`src/rtl/fwnoc_tgen_pkg.sv`:
```
// fwnoc_tgen_pkg: flit field layout, mode/state encodings, LFSR constants and node-id helper for fwnoc_tgen
package fwnoc_tgen_pkg;
  localparam int FLD_W = 8;
  localparam int IDX_W = 16;
  localparam int HDR_DX_LSB = 0;
  localparam int HDR_DY_LSB = 8;
  localparam int HDR_LEN_LSB = 16;
  localparam int SRC_LSB = 24;
  localparam int PAY_SEQ_LSB = 16;
  localparam int PAY_IDX_LSB = 0;
  localparam logic [15:0] LFSR_SEED = 16'hACE1;
  localparam logic [15:0] LFSR_TAPS = 16'hB400;
  typedef enum logic [1:0] {MODE_FIXED, MODE_RR, MODE_RAND, MODE_RSVD} mode_e;
  typedef enum logic [1:0] {G_IDLE, G_HDR, G_PAY, G_GAP} gen_state_e;
  typedef enum logic {C_HDR, C_PAY} chk_state_e;
  function automatic int node_id(int x, int y, int y_size);
    return x * y_size + y;
  endfunction
  function automatic logic [15:0] lfsr_next(logic [15:0] s);
    return {1'b0, s[15:1]} ^ (s[0] ? LFSR_TAPS : 16'h0);
  endfunction
endpackage

```
`src/rtl/fwnoc_tgen_if.sv`:
```
// fwnoc_tgen_if: valid/ready flit channel (dat, valid, ready) with master (sender) and slave (receiver) modports
interface fwnoc_tgen_if #(parameter int DATA_WIDTH = 32) ();
  logic [DATA_WIDTH-1:0] dat;
  logic valid;
  logic ready;
  modport master (output dat, output valid, input ready);
  modport slave (input dat, input valid, output ready);
endinterface

```
`src/rtl/fwnoc_tgen_chk.sv`:
```
// fwnoc_tgen_chk: rx packet checker; ports clock/reset/cfg_rx_throttle in, rx slave channel, rx_pkts/err_cnt out
module fwnoc_tgen_chk
  import fwnoc_tgen_pkg::*;
#(
  parameter int MY_X = 0,
  parameter int MY_Y = 0,
  parameter int CNT_W = 32
) (
  input  logic clock,
  input  logic reset,
  input  logic cfg_rx_throttle,
  fwnoc_tgen_if.slave rx,
  output logic [CNT_W-1:0] rx_pkts,
  output logic [CNT_W-1:0] err_cnt
);
  chk_state_e state, state_nx;
  logic [7:0] src, len, n;
  logic [15:0] exp_idx;
  logic [31:0] d;
  logic [1:0] errs;
  logic fire, last;
  always_comb begin
    d = rx.dat[31:0];
    fire = rx.valid && rx.ready;
    errs = state == C_HDR
      ? 2'(d[HDR_DX_LSB +: FLD_W] != 8'(MY_X) || d[HDR_DY_LSB +: FLD_W] != 8'(MY_Y))
      : 2'(d[SRC_LSB +: FLD_W] != src) + 2'(d[PAY_IDX_LSB +: IDX_W] != exp_idx);
    last = state == C_HDR ? d[HDR_LEN_LSB +: FLD_W] == 8'd0 : n == len - 8'd1;
    state_nx = !fire ? state : last ? C_HDR : C_PAY;
  end
  always_ff @(posedge clock) begin
    if (reset) begin
      state <= C_HDR;
      rx.ready <= 1'b0;
      rx_pkts <= '0;
      err_cnt <= '0;
      src <= '0;
      len <= '0;
      n <= '0;
      exp_idx <= '0;
    end else begin
      state <= state_nx;
      rx.ready <= cfg_rx_throttle ? !rx.ready : 1'b1;
      if (fire) begin
        err_cnt <= err_cnt + CNT_W'(errs);
        if (last) rx_pkts <= rx_pkts + 1'b1;
        if (state == C_HDR) begin
          src <= d[SRC_LSB +: FLD_W];
          len <= d[HDR_LEN_LSB +: FLD_W];
          n <= '0;
          exp_idx <= '0;
        end else begin
          n <= n + 8'd1;
          exp_idx <= d[PAY_IDX_LSB +: IDX_W] + 16'd1;
        end
      end
    end
  end
endmodule

```
`src/rtl/fwnoc_tgen.sv`:
```
// fwnoc_tgen: per-node NoC traffic generator+checker; clock/reset/cfg_* in, tx master and rx slave channels, busy and tx/rx/err counters out
module fwnoc_tgen
  import fwnoc_tgen_pkg::*;
#(
  parameter int DATA_WIDTH = 32,
  parameter int X_SIZE = 2,
  parameter int Y_SIZE = 2,
  parameter int MY_X = 0,
  parameter int MY_Y = 0,
  parameter int CNT_W = 32
) (
  input  logic clock,
  input  logic reset,
  input  logic cfg_start,
  input  logic cfg_stop,
  input  logic [1:0] cfg_mode,
  input  logic [7:0] cfg_dst_x,
  input  logic [7:0] cfg_dst_y,
  input  logic [7:0] cfg_len,
  input  logic [7:0] cfg_gap,
  input  logic [CNT_W-1:0] cfg_count,
  input  logic cfg_rx_throttle,
  fwnoc_tgen_if.master tx,
  fwnoc_tgen_if.slave rx,
  output logic busy,
  output logic [CNT_W-1:0] tx_pkts,
  output logic [CNT_W-1:0] rx_pkts,
  output logic [CNT_W-1:0] err_cnt
);
  localparam int N = X_SIZE * Y_SIZE;
  localparam int IW = N > 1 ? $clog2(N) : 1;
  localparam logic [15:0] NK = 16'(N);
  localparam logic [15:0] YK = 16'(Y_SIZE);
  localparam logic [15:0] SELF = 16'(node_id(MY_X, MY_Y, Y_SIZE));
  localparam logic [7:0] SRC = 8'(node_id(MY_X, MY_Y, Y_SIZE));
  gen_state_e state, state_nx;
  logic [7:0] dst_x, dst_y, len, idx, gap_cnt, nx_x, nx_y;
  logic [15:0] lfsr, rr_idx, rr_inc, rr_nx, k_rr, k_rnd, k;
  logic [CNT_W-1:0] run_cnt;
  logic [31:0] w;
  logic stop_q, fire, done, run_end, enter_hdr, halt;
  always_comb begin
    fire = tx.valid && tx.ready;
    done = fire && (state == G_HDR ? len == 8'd0 : idx == len - 8'd1);
    halt = stop_q || cfg_stop;
    run_end = halt || (cfg_count != '0 && run_cnt + 1'b1 == cfg_count);
    rr_inc = rr_idx + 16'd1 == NK ? 16'd0 : rr_idx + 16'd1;
    k_rr = rr_idx == SELF ? rr_inc : rr_idx;
    rr_nx = k_rr + 16'd1 == NK ? 16'd0 : k_rr + 16'd1;
    k_rnd = 16'(lfsr[IW-1:0]);
    k_rnd = k_rnd >= NK ? k_rnd - NK : k_rnd;
    k = cfg_mode == MODE_RR ? k_rr : k_rnd;
    nx_x = cfg_mode == MODE_RR || cfg_mode == MODE_RAND ? 8'(k / YK) : cfg_dst_x;
    nx_y = cfg_mode == MODE_RR || cfg_mode == MODE_RAND ? 8'(k % YK) : cfg_dst_y;
    state_nx = state;
    enter_hdr = 1'b0;
    case (state)
      G_IDLE: begin
        enter_hdr = cfg_start && !cfg_stop;
        state_nx = enter_hdr ? G_HDR : G_IDLE;
      end
      G_GAP: begin
        enter_hdr = !halt && gap_cnt == 8'd1;
        state_nx = halt ? G_IDLE : enter_hdr ? G_HDR : G_GAP;
      end
      default: begin
        enter_hdr = done && !run_end && cfg_gap == 8'd0;
        state_nx = done ? (run_end ? G_IDLE : cfg_gap != 8'd0 ? G_GAP : G_HDR)
                 : fire ? G_PAY : state;
      end
    endcase
    w = '0;
    if (state == G_HDR) begin
      w[HDR_DX_LSB +: FLD_W] = dst_x;
      w[HDR_DY_LSB +: FLD_W] = dst_y;
      w[HDR_LEN_LSB +: FLD_W] = len;
      w[SRC_LSB +: FLD_W] = SRC;
    end else if (state == G_PAY) begin
      w[PAY_IDX_LSB +: IDX_W] = 16'(idx);
      w[PAY_SEQ_LSB +: FLD_W] = tx_pkts[7:0];
      w[SRC_LSB +: FLD_W] = SRC;
    end
  end
  assign tx.dat = DATA_WIDTH'(w);
  assign tx.valid = state == G_HDR || state == G_PAY;
  assign busy = state != G_IDLE;
  always_ff @(posedge clock) begin
    if (reset) begin
      state <= G_IDLE;
      lfsr <= LFSR_SEED;
      rr_idx <= '0;
      tx_pkts <= '0;
      run_cnt <= '0;
      stop_q <= 1'b0;
      dst_x <= '0;
      dst_y <= '0;
      len <= '0;
      idx <= '0;
      gap_cnt <= '0;
    end else begin
      state <= state_nx;
      stop_q <= state_nx != G_IDLE && halt;
      run_cnt <= state == G_IDLE ? '0 : done ? run_cnt + 1'b1 : run_cnt;
      if (done) tx_pkts <= tx_pkts + 1'b1;
      idx <= state == G_HDR ? '0 : fire ? idx + 8'd1 : idx;
      gap_cnt <= done ? cfg_gap : state == G_GAP ? gap_cnt - 8'd1 : gap_cnt;
      if (enter_hdr) begin
        dst_x <= nx_x;
        dst_y <= nx_y;
        len <= cfg_len;
        lfsr <= lfsr_next(lfsr);
        if (cfg_mode == MODE_RR) rr_idx <= rr_nx;
      end
    end
  end
  fwnoc_tgen_chk #(.MY_X(MY_X), .MY_Y(MY_Y), .CNT_W(CNT_W)) u_chk (
    .clock(clock),
    .reset(reset),
    .cfg_rx_throttle(cfg_rx_throttle),
    .rx(rx),
    .rx_pkts(rx_pkts),
    .err_cnt(err_cnt)
  );
endmodule

```
`src/flat_wrapper.sv`:
```
// flat-port wrapper written by rule: the top's interface ports become plain ports
module fwnoc_tgen_flat import fwnoc_tgen_pkg::*;
#(
  parameter int DATA_WIDTH = 32,
  parameter int X_SIZE = 2,
  parameter int Y_SIZE = 2,
  parameter int MY_X = 0,
  parameter int MY_Y = 0,
  parameter int CNT_W = 32
)
  (clock, reset, cfg_start, cfg_stop, cfg_mode, cfg_dst_x, cfg_dst_y, cfg_len, cfg_gap, cfg_count, cfg_rx_throttle, busy, tx_pkts, rx_pkts, err_cnt, tx_dat, tx_valid, tx_ready, rx_dat, rx_valid, rx_ready);
  fwnoc_tgen_if #(.DATA_WIDTH(DATA_WIDTH)) tx_i ();
  fwnoc_tgen_if #(.DATA_WIDTH(DATA_WIDTH)) rx_i ();
  input  logic clock;
  input  logic reset;
  input  logic cfg_start;
  input  logic cfg_stop;
  input  logic [1:0] cfg_mode;
  input  logic [7:0] cfg_dst_x;
  input  logic [7:0] cfg_dst_y;
  input  logic [7:0] cfg_len;
  input  logic [7:0] cfg_gap;
  input  logic [CNT_W-1:0] cfg_count;
  input  logic cfg_rx_throttle;
  output logic busy;
  output logic [CNT_W-1:0] tx_pkts;
  output logic [CNT_W-1:0] rx_pkts;
  output logic [CNT_W-1:0] err_cnt;
  output wire logic [$bits(tx_i.dat)-1:0] tx_dat;
  output wire logic [$bits(tx_i.valid)-1:0] tx_valid;
  input wire logic [$bits(tx_i.ready)-1:0] tx_ready;
  input wire logic [$bits(rx_i.dat)-1:0] rx_dat;
  input wire logic [$bits(rx_i.valid)-1:0] rx_valid;
  output wire logic [$bits(rx_i.ready)-1:0] rx_ready;
  assign tx_dat = tx_i.dat;
  assign tx_valid = tx_i.valid;
  assign tx_i.ready = tx_ready;
  assign rx_i.dat = rx_dat;
  assign rx_i.valid = rx_valid;
  assign rx_ready = rx_i.ready;
  fwnoc_tgen #(.DATA_WIDTH(DATA_WIDTH), .X_SIZE(X_SIZE), .Y_SIZE(Y_SIZE), .MY_X(MY_X), .MY_Y(MY_Y), .CNT_W(CNT_W)) u_core (.clock(clock), .reset(reset), .cfg_start(cfg_start), .cfg_stop(cfg_stop), .cfg_mode(cfg_mode), .cfg_dst_x(cfg_dst_x), .cfg_dst_y(cfg_dst_y), .cfg_len(cfg_len), .cfg_gap(cfg_gap), .cfg_count(cfg_count), .cfg_rx_throttle(cfg_rx_throttle), .tx(tx_i), .rx(rx_i), .busy(busy), .tx_pkts(tx_pkts), .rx_pkts(rx_pkts), .err_cnt(err_cnt));
endmodule
```
`config.mk`:
```
export PLATFORM = sky130hd
export DESIGN_NAME = fwnoc_tgen_flat
export DESIGN_NICKNAME = d
export VERILOG_FILES = /design/src/rtl/fwnoc_tgen_pkg.sv /design/src/rtl/fwnoc_tgen_if.sv /design/src/rtl/fwnoc_tgen_chk.sv /design/src/rtl/fwnoc_tgen.sv /design/src/flat_wrapper.sv
export SDC_FILE = /design/constraint.sdc
export NUM_CORES = 1
export LEC_CHECK = 0
export CORE_MARGIN = 1
export CORE_UTILIZATION = 45
export DETAILED_ROUTE_END_ITERATION = 10
export PLACE_DENSITY_LB_ADDON = 0.12
export SYNTH_ARGS = -nofsm -noshare
export SYNTH_HDL_FRONTEND = slang
export SYNTH_SLANG_ARGS = --single-unit
```
`constraint.sdc`:
```
create_clock -name clock -period 6.55 [get_ports clock]
set_input_delay 1.31 -clock clock [delete_from_list [all_inputs] [get_ports clock]]
set_output_delay 1.31 -clock clock [all_outputs]
set_load 0.01 [all_outputs]
```
After elaboration in Yosys (flattened, before gate mapping)
Cells that the tools add are included.

operators by class
  bitwise operators = 2
  $add $sub $neg = 13
  reduce and logical (&&, ||, !) cells = 35
  muxes and demuxes = 27
  equal/unequal tests = 13

operators with widths
  kind                   count
  $add 32x1->32 const B  3
  $mux 16                5
  $add 16x1->16 const B  3
  $mux 8                 5
  $add 32x2->32          1
  $eq 16x3->1 const B    2
  $eq 32x32->1           1
  $mux 32                1
  $reduce_bool 32->1     1
  $logic_not 8->1        3
  $mux 24                1
  $reduce_bool 8->1      3
  $sub 8x1->8 const B    3
  $add 8x1->8 const B    2
  $eq 8x8->1             2
  $logic_not 16->1       1
  $ne 16x16->1           1
  $xor 15x16->16         1
  $mux 2                 7
  $logic_and 1x1->1      9
  $mux 9                 1
  $eq 8x1->1 const B     1
  $ne 8x8->1             1
  $eq 2x2->1 const B     3
  other kinds (12)       29

storage, ports and cells
  input port bits = 105
  flip-flop bits (word level) = 245
  output and inout port bits = 131
  logic and storage cells = 109

Depth between registers and ports, before layout
Gate-level depths: netlist of the first run.

  word-level depth = 9
  depth in mapped cells = 17
  depth with buffers taken out = 17

Modules after synthesis
From an unflattened synthesis of the first run, not the netlist that was laid out.

second synthesis, totals
  cell total of the unflattened synthesis = 1,727
  area total of the unflattened synthesis = 13,883.3 um2

by module, submodules not included
  module          cells each  seq. area each (um2)  instances  area an instance (um2)
  fwnoc_tgen      1,084       2,782.7               1          8,589.5
  fwnoc_tgen_chk  643         2,122.0               1          5,293.8

Worst setup path before layout of the first run
No wires, ideal clock.

  path kind = input port to flip-flop
  from = input port rx_dat[11]
  to = register u_core.u_chk.err_cnt[26]
  stages = 15
  setup time = 0.070 ns
  data arrival time = 4.016 ns
  data required time = 6.480 ns
  path slack = 2.464 ns
  buffers on the path = 0
  cell sequence = xor2_1 nor4_1 nand4_1 ha_1 nor2b_1 a41oi_1 ha_1 inv_1 fa_1 nor2_1 nand3_1 nor2_1 nand2_1 or3_1 a21oi_1

on the way
  longest elaborated chain between the ends = 4
  elaborated cells between the ends (all ways) = 6
  classes of those cells = add/sub: 2; eq/ne: 1; mux: 1; reduce/logical: 2

RTL lines
  element                                                   line                                        text
  start: declaration                                        flat_wrapper.sv:32                          input wire logic [$bits(rx_i.dat)-1:0] rx_dat;
  $ne 16x16->1 / $reduce_bool 8->1 (equally long branches)  fwnoc_tgen_chk.sv:27, fwnoc_tgen_chk.sv:26
  $add 1x1->2 / $logic_or 1x1->1 (equally long branches)    fwnoc_tgen_chk.sv:27, fwnoc_tgen_chk.sv:26
  $mux 2 *                                                  fwnoc_tgen_chk.sv:26                        ? 2'(d[HDR_DX_LSB +: FLD_W] != 8'(MY_X) || d[HDR_DY_LSB +: FLD_W] != 8'(MY_Y))
  $add 32x2->32 *                                           fwnoc_tgen_chk.sv:45                        err_cnt <= err_cnt + CNT_W'(errs);
  end signal: assignment                                    fwnoc_tgen_chk.sv:45
  end: declaration                                          fwnoc_tgen_chk.sv:14                        output logic [CNT_W-1:0] err_cnt

Every way passes the cells marked *; elsewhere a longest branch is shown, timed or not.
A chain may end at the register's enable or synchronous reset.

Final worst setup path of the first run
  from = input port tx_ready
  to = register u_core.rr_idx[0]

on the way
  longest elaborated chain between the ends = 6

RTL lines
  element                            line                text
  start: declaration                 flat_wrapper.sv:31  input wire logic [$bits(tx_i.ready)-1:0] tx_ready;
  $logic_and 1x1->1                  fwnoc_tgen.sv:43    fire = tx.valid && tx.ready;
  $logic_and 1x1->1                  fwnoc_tgen.sv:44    done = fire && (state == G_HDR ? len == 8'd0 : idx == len - 8'd1);
  $logic_and 1x1->1 (2 in series)    fwnoc_tgen.sv:67    enter_hdr = done && !run_end && cfg_gap == 8'd0;
  $pmux 1 s2                         fwnoc_tgen.sv:57    case (state)
  $reduce_and 2->1 (no source line)  --
  end signal: assignment             fwnoc_tgen.sv:112   if (cfg_mode == MODE_RR) rr_idx <= rr_nx;
  end: declaration                   fwnoc_tgen.sv:38    logic [15:0] lfsr, rr_idx, rr_inc, rr_nx, k_rr, k_rnd, k;

Every way passes these cells.

==> metrics, run 1 <==
post-cts gate resize count 0; post-synthesis cell type count 75; most common cell after layout, fill and taps aside dfxtp_1; slowest stage delay, CP 540 ps; Final Hold Viols 0; port bufs 227; Avg Cell Area, Syn 7.77 um^2; maximum fanout along the worst path 30; num rows 63; Max VDD drop 0.000190 V; Die Height 176 um; total clock sinks 245; Die Width 176 um; # setup viols final 0; unrepaired setup endpoints after global routing false; crit share post-route 0.726; clk root buf clkbuf_16; Crit path top cell by count nand2_1; Clock transition at path regs 60 ps; Warnings, synthesis 0; most frequent cells in the layout dfxtp_1, clkdlybuf4s50_1, nand2_1; Antenna Violating Nets Remaining 0; vias 12.8k; worst hold slack 445 ps; die footprint 0.0311 mm^2; Slew Viols, Final 0; type of destination of the critical path flip-flop; Overflow after GRT 0; number of synthesized register bits 245; Area Growth Syn to Fin 24.3%; CTS Hold Buffers Added 0; status complete, no violations; Setup Skew 20.5 ps; CP required 6980 ps; Hold Crit Depth 2; register area 0.00490 mm^2; total iterations of the first detailed-routing run 6; Final GP Congestion 0.883; HP Class reg2reg; relative slew slack 0.236; Skew-Pair Late Insertion Delay 550 ps; nets 2041; worst-margin pin slew 1140 ps; crit path cell chain clkdlybuf4s50_1, nand2_1, or4_1, a211oi_1, nand3_1, a2111o_1, a41oi_4, or2_2, buf_4, nand2_1, a31o_2; antenna violations before repair 4; commonest register cell after synthesis dfxtp_1; leakage power 5.75 nW; H-tree Lvls 1; num ports 236; Synth async-reset ratio 0; EDFF count, synth 0; floorplan core area 0.0297 mm^2; Pwr Density 233 mW/mm^2; Worst Reg-to-Reg Cells 12; first-pass GRT wire length 59.9 mm; vias in the first global route 11.7k; Buffers & Inverters on Critical Path 2; First DRT Iteration DRCs 713; Arr. time, crit path 5180 ps; Period minus WS final 4750 ps; DR WL/cell 16.1 um; Vias/cell 5.51; Setup Fix Bufs, Post-CTS 0; CP top delay family simple AND/OR/NAND/NOR gates; total CTS buffers 28; Sum Neg Setup Slack 0 ps; Peak Freq 210 MHz; fillers 2802; share of layout cells above drive strength 1 0.0476; maximum clock path buffer count 3; multi-input logic area 0.00812 mm^2; Stages on worst setup path 11; post-route total power 0.00396 W; CP Launch Type primary input; WS Path Type in2reg; Post-Route WL 37.5 mm; initial core utilization 0.460; detailed placement HPWL 26.8 mm; GR Util All Layers 0.234; max-cap violations 0; DR DRC count 0; sequential share of the synthesized area 0.359; Mapped Area 0.0137 mm^2; Post-Syn Instances 1758; Critical-path top delay cell clkdlybuf4s50_1; CTS tree yes; largest net degree at the start of global routing 117
layout make-up:
type	count	share of cell area
Clock buffer	40	0.0480
Tap cell	390	0.0287
Inverter	43	0.00950
Sequential cell	245	0.289
Timing Repair Buffer	234	0.137
Antenna cell	2	0.000295
Multi-Input combinational cell	1362	0.478
Clock inverter	10	0.00987
state kept, by name, indices dropped and copies added (netlist names), 16 cells and up:
| signal | flops |
|---|---|
| u_core.lfsr | 16 |
| u_core.u_chk.err_cnt | 32 |
| u_core.run_cnt | 32 |
| u_core.u_chk.rx_pkts | 32 |
| u_core.rr_idx | 16 |
| u_core.tx_pkts | 32 |
| u_core.u_chk.exp_idx | 16 |
Yosys cell counts (all sizes together) (9+ instances only):
cell type / n / area (um^2)
nand3: 86 / 435
buf: 38 / 218
a21oi: 121 / 606
and4: 18 / 158
or3: 41 / 257
nor2: 211 / 795
clkbuf: 77 / 289
dfxtp: 245 / 4900
and3: 26 / 163
nor2b: 10 / 62.6
o21ai: 81 / 405
nand2: 222 / 833
xor2: 96 / 841
nor4: 43 / 320
or4: 12 / 93.8
nand4: 50 / 343
a31oi: 9 / 56.3
and2: 21 / 131
inv: 43 / 161
a22oi: 15 / 113
a211oi: 16 / 165
nor3: 50 / 250
xnor2: 109 / 955
ha: 21 / 263
cell families (layout without fill, tap and decap cells):
kind of cell    count (synthesis)  after routing  share of synthesized area
buf+inv                       158            327                     0.0489
xor+xnor                      205            205                      0.131
mux                            11             11                    0.00852
simple gates                  821            821                      0.298
fa+ha+maj                      22             22                     0.0207
other cells                     1             10                   0.000275
compound gates                295            295                      0.133
flops                         245            245                      0.359
final timing paths:
kind	startpoint	endpoint	slack [ps]
setup reg to reg	u_core.state[1]	u_core.rr_idx[0]	2110
hold / removal	u_core.dst_y[6]	u_core.dst_y[6]	450
hold reg to reg	u_core.dst_y[6]	u_core.dst_y[6]	450
setup / recovery	tx_ready	u_core.rr_idx[0]	1800
tightest hold or removal path: cells and delay by family, from the launching register on:
| kind | cells | cell delay (ps) |
|---|---|---|
| flops | 1 | 300 |
| simple gates | 1 | 50 |
| compound gates | 1 | 50 |
where the power goes:
part           switching (W)  internal [W]
clock network       0.000630       0.00102
registers          0.0000693       0.00157
logic               0.000398      0.000274
per-stage QoR:
| step | instance area [um^2] | setup slack, ps | std cells | util |
|---|---|---|---|---|
| after CTS | 17000 | 1840 | 2324 | 0.571 |
| after detailed placement | 16000 | 1270 | 2274 | 0.538 |
| after global placement | 16000 | 1370 | 2274 | 0.538 |
| after global routing | 17000 | 1470 | 2324 | 0.571 |
| after floorplan | 13700 | 2460 | 1765 | - |
| final | 17000 | 1800 | 2326 | 0.572 |
metal layers:
metal / track usage / up-vias / share of wire
met1: 0.309 / 5992 / 0.45
met5: 0 / - / 0.00080
met3: 0.0622 / 51 / 0.080
met2: 0.379 / 346 / 0.45
met4: 0.0572 / 4 / 0.020
li1: - / 6414 / -
Power figures use the tool's default switching activity.
==> run 2: changes to the inputs <==
Clock period 6.55 ns to 4.7 ns, I/O delays scaled along.
==> metrics, run 2 (same netlist as run 1, synthesis figures left out) <==
share of layout cells above drive strength 1 0.0573 (was 0.0476); logic gate share of total power 0.178 (was 0.170); GR Util All Layers 0.239 (was 0.234); Sum Neg Setup Slack 0 ps (unchanged); Crit path top cell by count nand2_1 (unchanged); Die Height 176 um (unchanged); CP top delay family compound AO/OA/AOI/OAI gates (was simple AND/OR/NAND/NOR gates); type of destination of the critical path flip-flop (unchanged); status complete, no violations (unchanged); Period minus WS final 3940 ps; Skew-Pair Late Insertion Delay 540 ps (was 550 ps); Die Width 176 um (unchanged); switching power 0.00152 W (was 0.00110 W); First DRT Iteration DRCs 752 (was 713); most frequent cells in the layout dfxtp_1, clkdlybuf4s50_1, nand2_1 (unchanged); DP Worst Slack 215 ps (was 1270 ps); fin cells 2348 (was 2326); Post-DP Area 0.0162 mm^2 (was 0.0160 mm^2); CP required 5130 ps (was 6980 ps); antenna violations before repair 3 (was 4); relative slew slack 0.264 (was 0.236); Pwr Density 316 mW/mm^2 (was 233 mW/mm^2); CTS tree yes (unchanged); Slew Viols, Final 0 (unchanged); Post-Route WL 38.1 mm (was 37.5 mm); slowest stage delay, CP 530 ps (was 540 ps); Setup Fix Bufs, Post-CTS 0 (unchanged); worst hold slack 451 ps (was 445 ps); num rows 63 (unchanged); Final Hold Viols 0 (unchanged); Stages on worst setup path 12 (was 11); Worst Reg-to-Reg Cells 12 (unchanged); Final GP Congestion 0.914 (was 0.883); Max VDD drop 0.000285 V (was 0.000190 V); port bufs 227 (unchanged); unrepaired setup endpoints after global routing false (unchanged); DR DRC count 0 (unchanged); vias in the first global route 11.9k (was 11.7k); part of the power in registers 0.424 (was 0.413); detailed placement HPWL 27.5 mm (was 26.8 mm); first-pass GRT wire length 61.1 mm (was 59.9 mm); HP Class reg2reg (unchanged); vias 12.9k (was 12.8k); floorplan core area 0.0297 mm^2 (unchanged); Final WS setup 761 ps (was 1800 ps); WS Path Type reg2reg (was in2reg); total iterations of the first detailed-routing run 5 (was 6); clock network power share 0.398 (was 0.417); num ports 236 (unchanged); Hold Crit Depth 2 (unchanged); Area Growth Syn to Fin 25.0% (was 24.3%); maximum clock path buffer count 3 (unchanged); leakage power 5.83 nW (was 5.75 nW); Inst Count DP 2297 (was 2274); Antenna Violating Nets Remaining 0 (unchanged); clk root buf clkbuf_16 (unchanged); worst-margin pin slew 1100 ps (was 1140 ps); Buffers & Inverters on Critical Path 2 (unchanged); CP Launch Type flip-flop (was primary input); Clock transition at path regs 60 ps (about the same); H-tree Lvls 1 (unchanged); internal power 0.00387 W (was 0.00286 W); Vias/cell 5.48 (was 5.51); total CTS buffers 28 (unchanged); CTS Hold Buffers Added 0 (unchanged); initial core utilization 0.460 (unchanged); Critical-path top delay cell or4_1 (was clkdlybuf4s50_1); sw frac 0.283 (was 0.277); most common cell after layout, fill and taps aside dfxtp_1 (unchanged); Peak Freq 254 MHz; total clock sinks 245 (unchanged); largest net degree at the start of global routing 88 (was 117); max-cap violations 0 (unchanged); crit share post-route 0.838; maximum fanout along the worst path 11 (was 30); nets 2064 (was 2041); DR WL/cell 16.2 um (was 16.1 um); Arr. time, crit path 4370 ps (was 5180 ps); die footprint 0.0311 mm^2 (unchanged); Overflow after GRT 0 (unchanged); post-cts gate resize count 0 (unchanged); post-route cell area 0.0171 mm^2 (was 0.0170 mm^2); crit path cell chain inv_1, ha_1, nand2_1, or4_1, a211oi_1, nand3_1, a2111o_1, a41oi_4, or2_2, buf_4, nand2_1, a31o_2 (was clkdlybuf4s50_1, nand2_1, or4_1, a211oi_1, nand3_1, a2111o_1, a41oi_4, or2_2, buf_4, nand2_1, a31o_2); Setup Skew 16.9 ps (was 20.5 ps); # setup viols final 0 (unchanged)
==> run 2: cell type report <==
cell class                      count  area [um^2]
Antenna cell                        2         5.00
Clock buffer                       43          848
Clock inverter                      6         57.6
Fill cell                        2848        12600
Inverter                           43          161
Multi-Input combinational cell   1362         8120
Sequential cell                   245         4900
Tap cell                          390          488
Timing Repair Buffer              257         2500
==> run 2: final timing paths <==
path / from / slack (ps) / to
setup / recovery: u_core.state[1] / 760 / u_core.rr_idx[0]
hold / removal: u_core.dst_y[3] / 450 / u_core.dst_y[3]
setup reg to reg: u_core.state[1] / 760 / u_core.rr_idx[0]
hold reg to reg: u_core.dst_y[3] / 450 / u_core.dst_y[3]
==> run 2: power groups by stage <==
stage / clock [W] / combinational (W) / sequential (W)
after floorplan: 0 / 0.000663 / 0.00229
after global placement: 0 / 0.000939 / 0.00233
after detailed placement: 0 / 0.000954 / 0.00233
after CTS: 0.00220 / 0.000960 / 0.00228
after global routing: 0.00229 / 0.00106 / 0.00230
final: 0.00215 / 0.000960 / 0.00228
==> run 2: worst reg2reg max path: stages, from the launching register on <==
cell and delay (ps):
dfxtp_1 370, inv_1 80, ha_1 460, nand2_1 180, or4_1 530, a211oi_1 300
nand3_1 160, a2111o_1 490, a41oi_4 350, or2_2 340, buf_4 230, nand2_1 80
a31o_2 250
==> run 2: metal layers <==
metal  vias to the layer above  track usage  wire (um)
li1                       6450            -          -
met1                      6041        0.316      17400
met2                       314        0.383      16900
met3                        61       0.0607       2790
met4                         2       0.0685        944
met5                         -            0         13
==> run 2: metrics by stage <==
step                total power, W  utilization
floorplan                  0.00295            -
global placement           0.00327        0.544
detailed placement         0.00328        0.544
CTS                        0.00544        0.575
global route               0.00565        0.575
finish                     0.00539        0.575
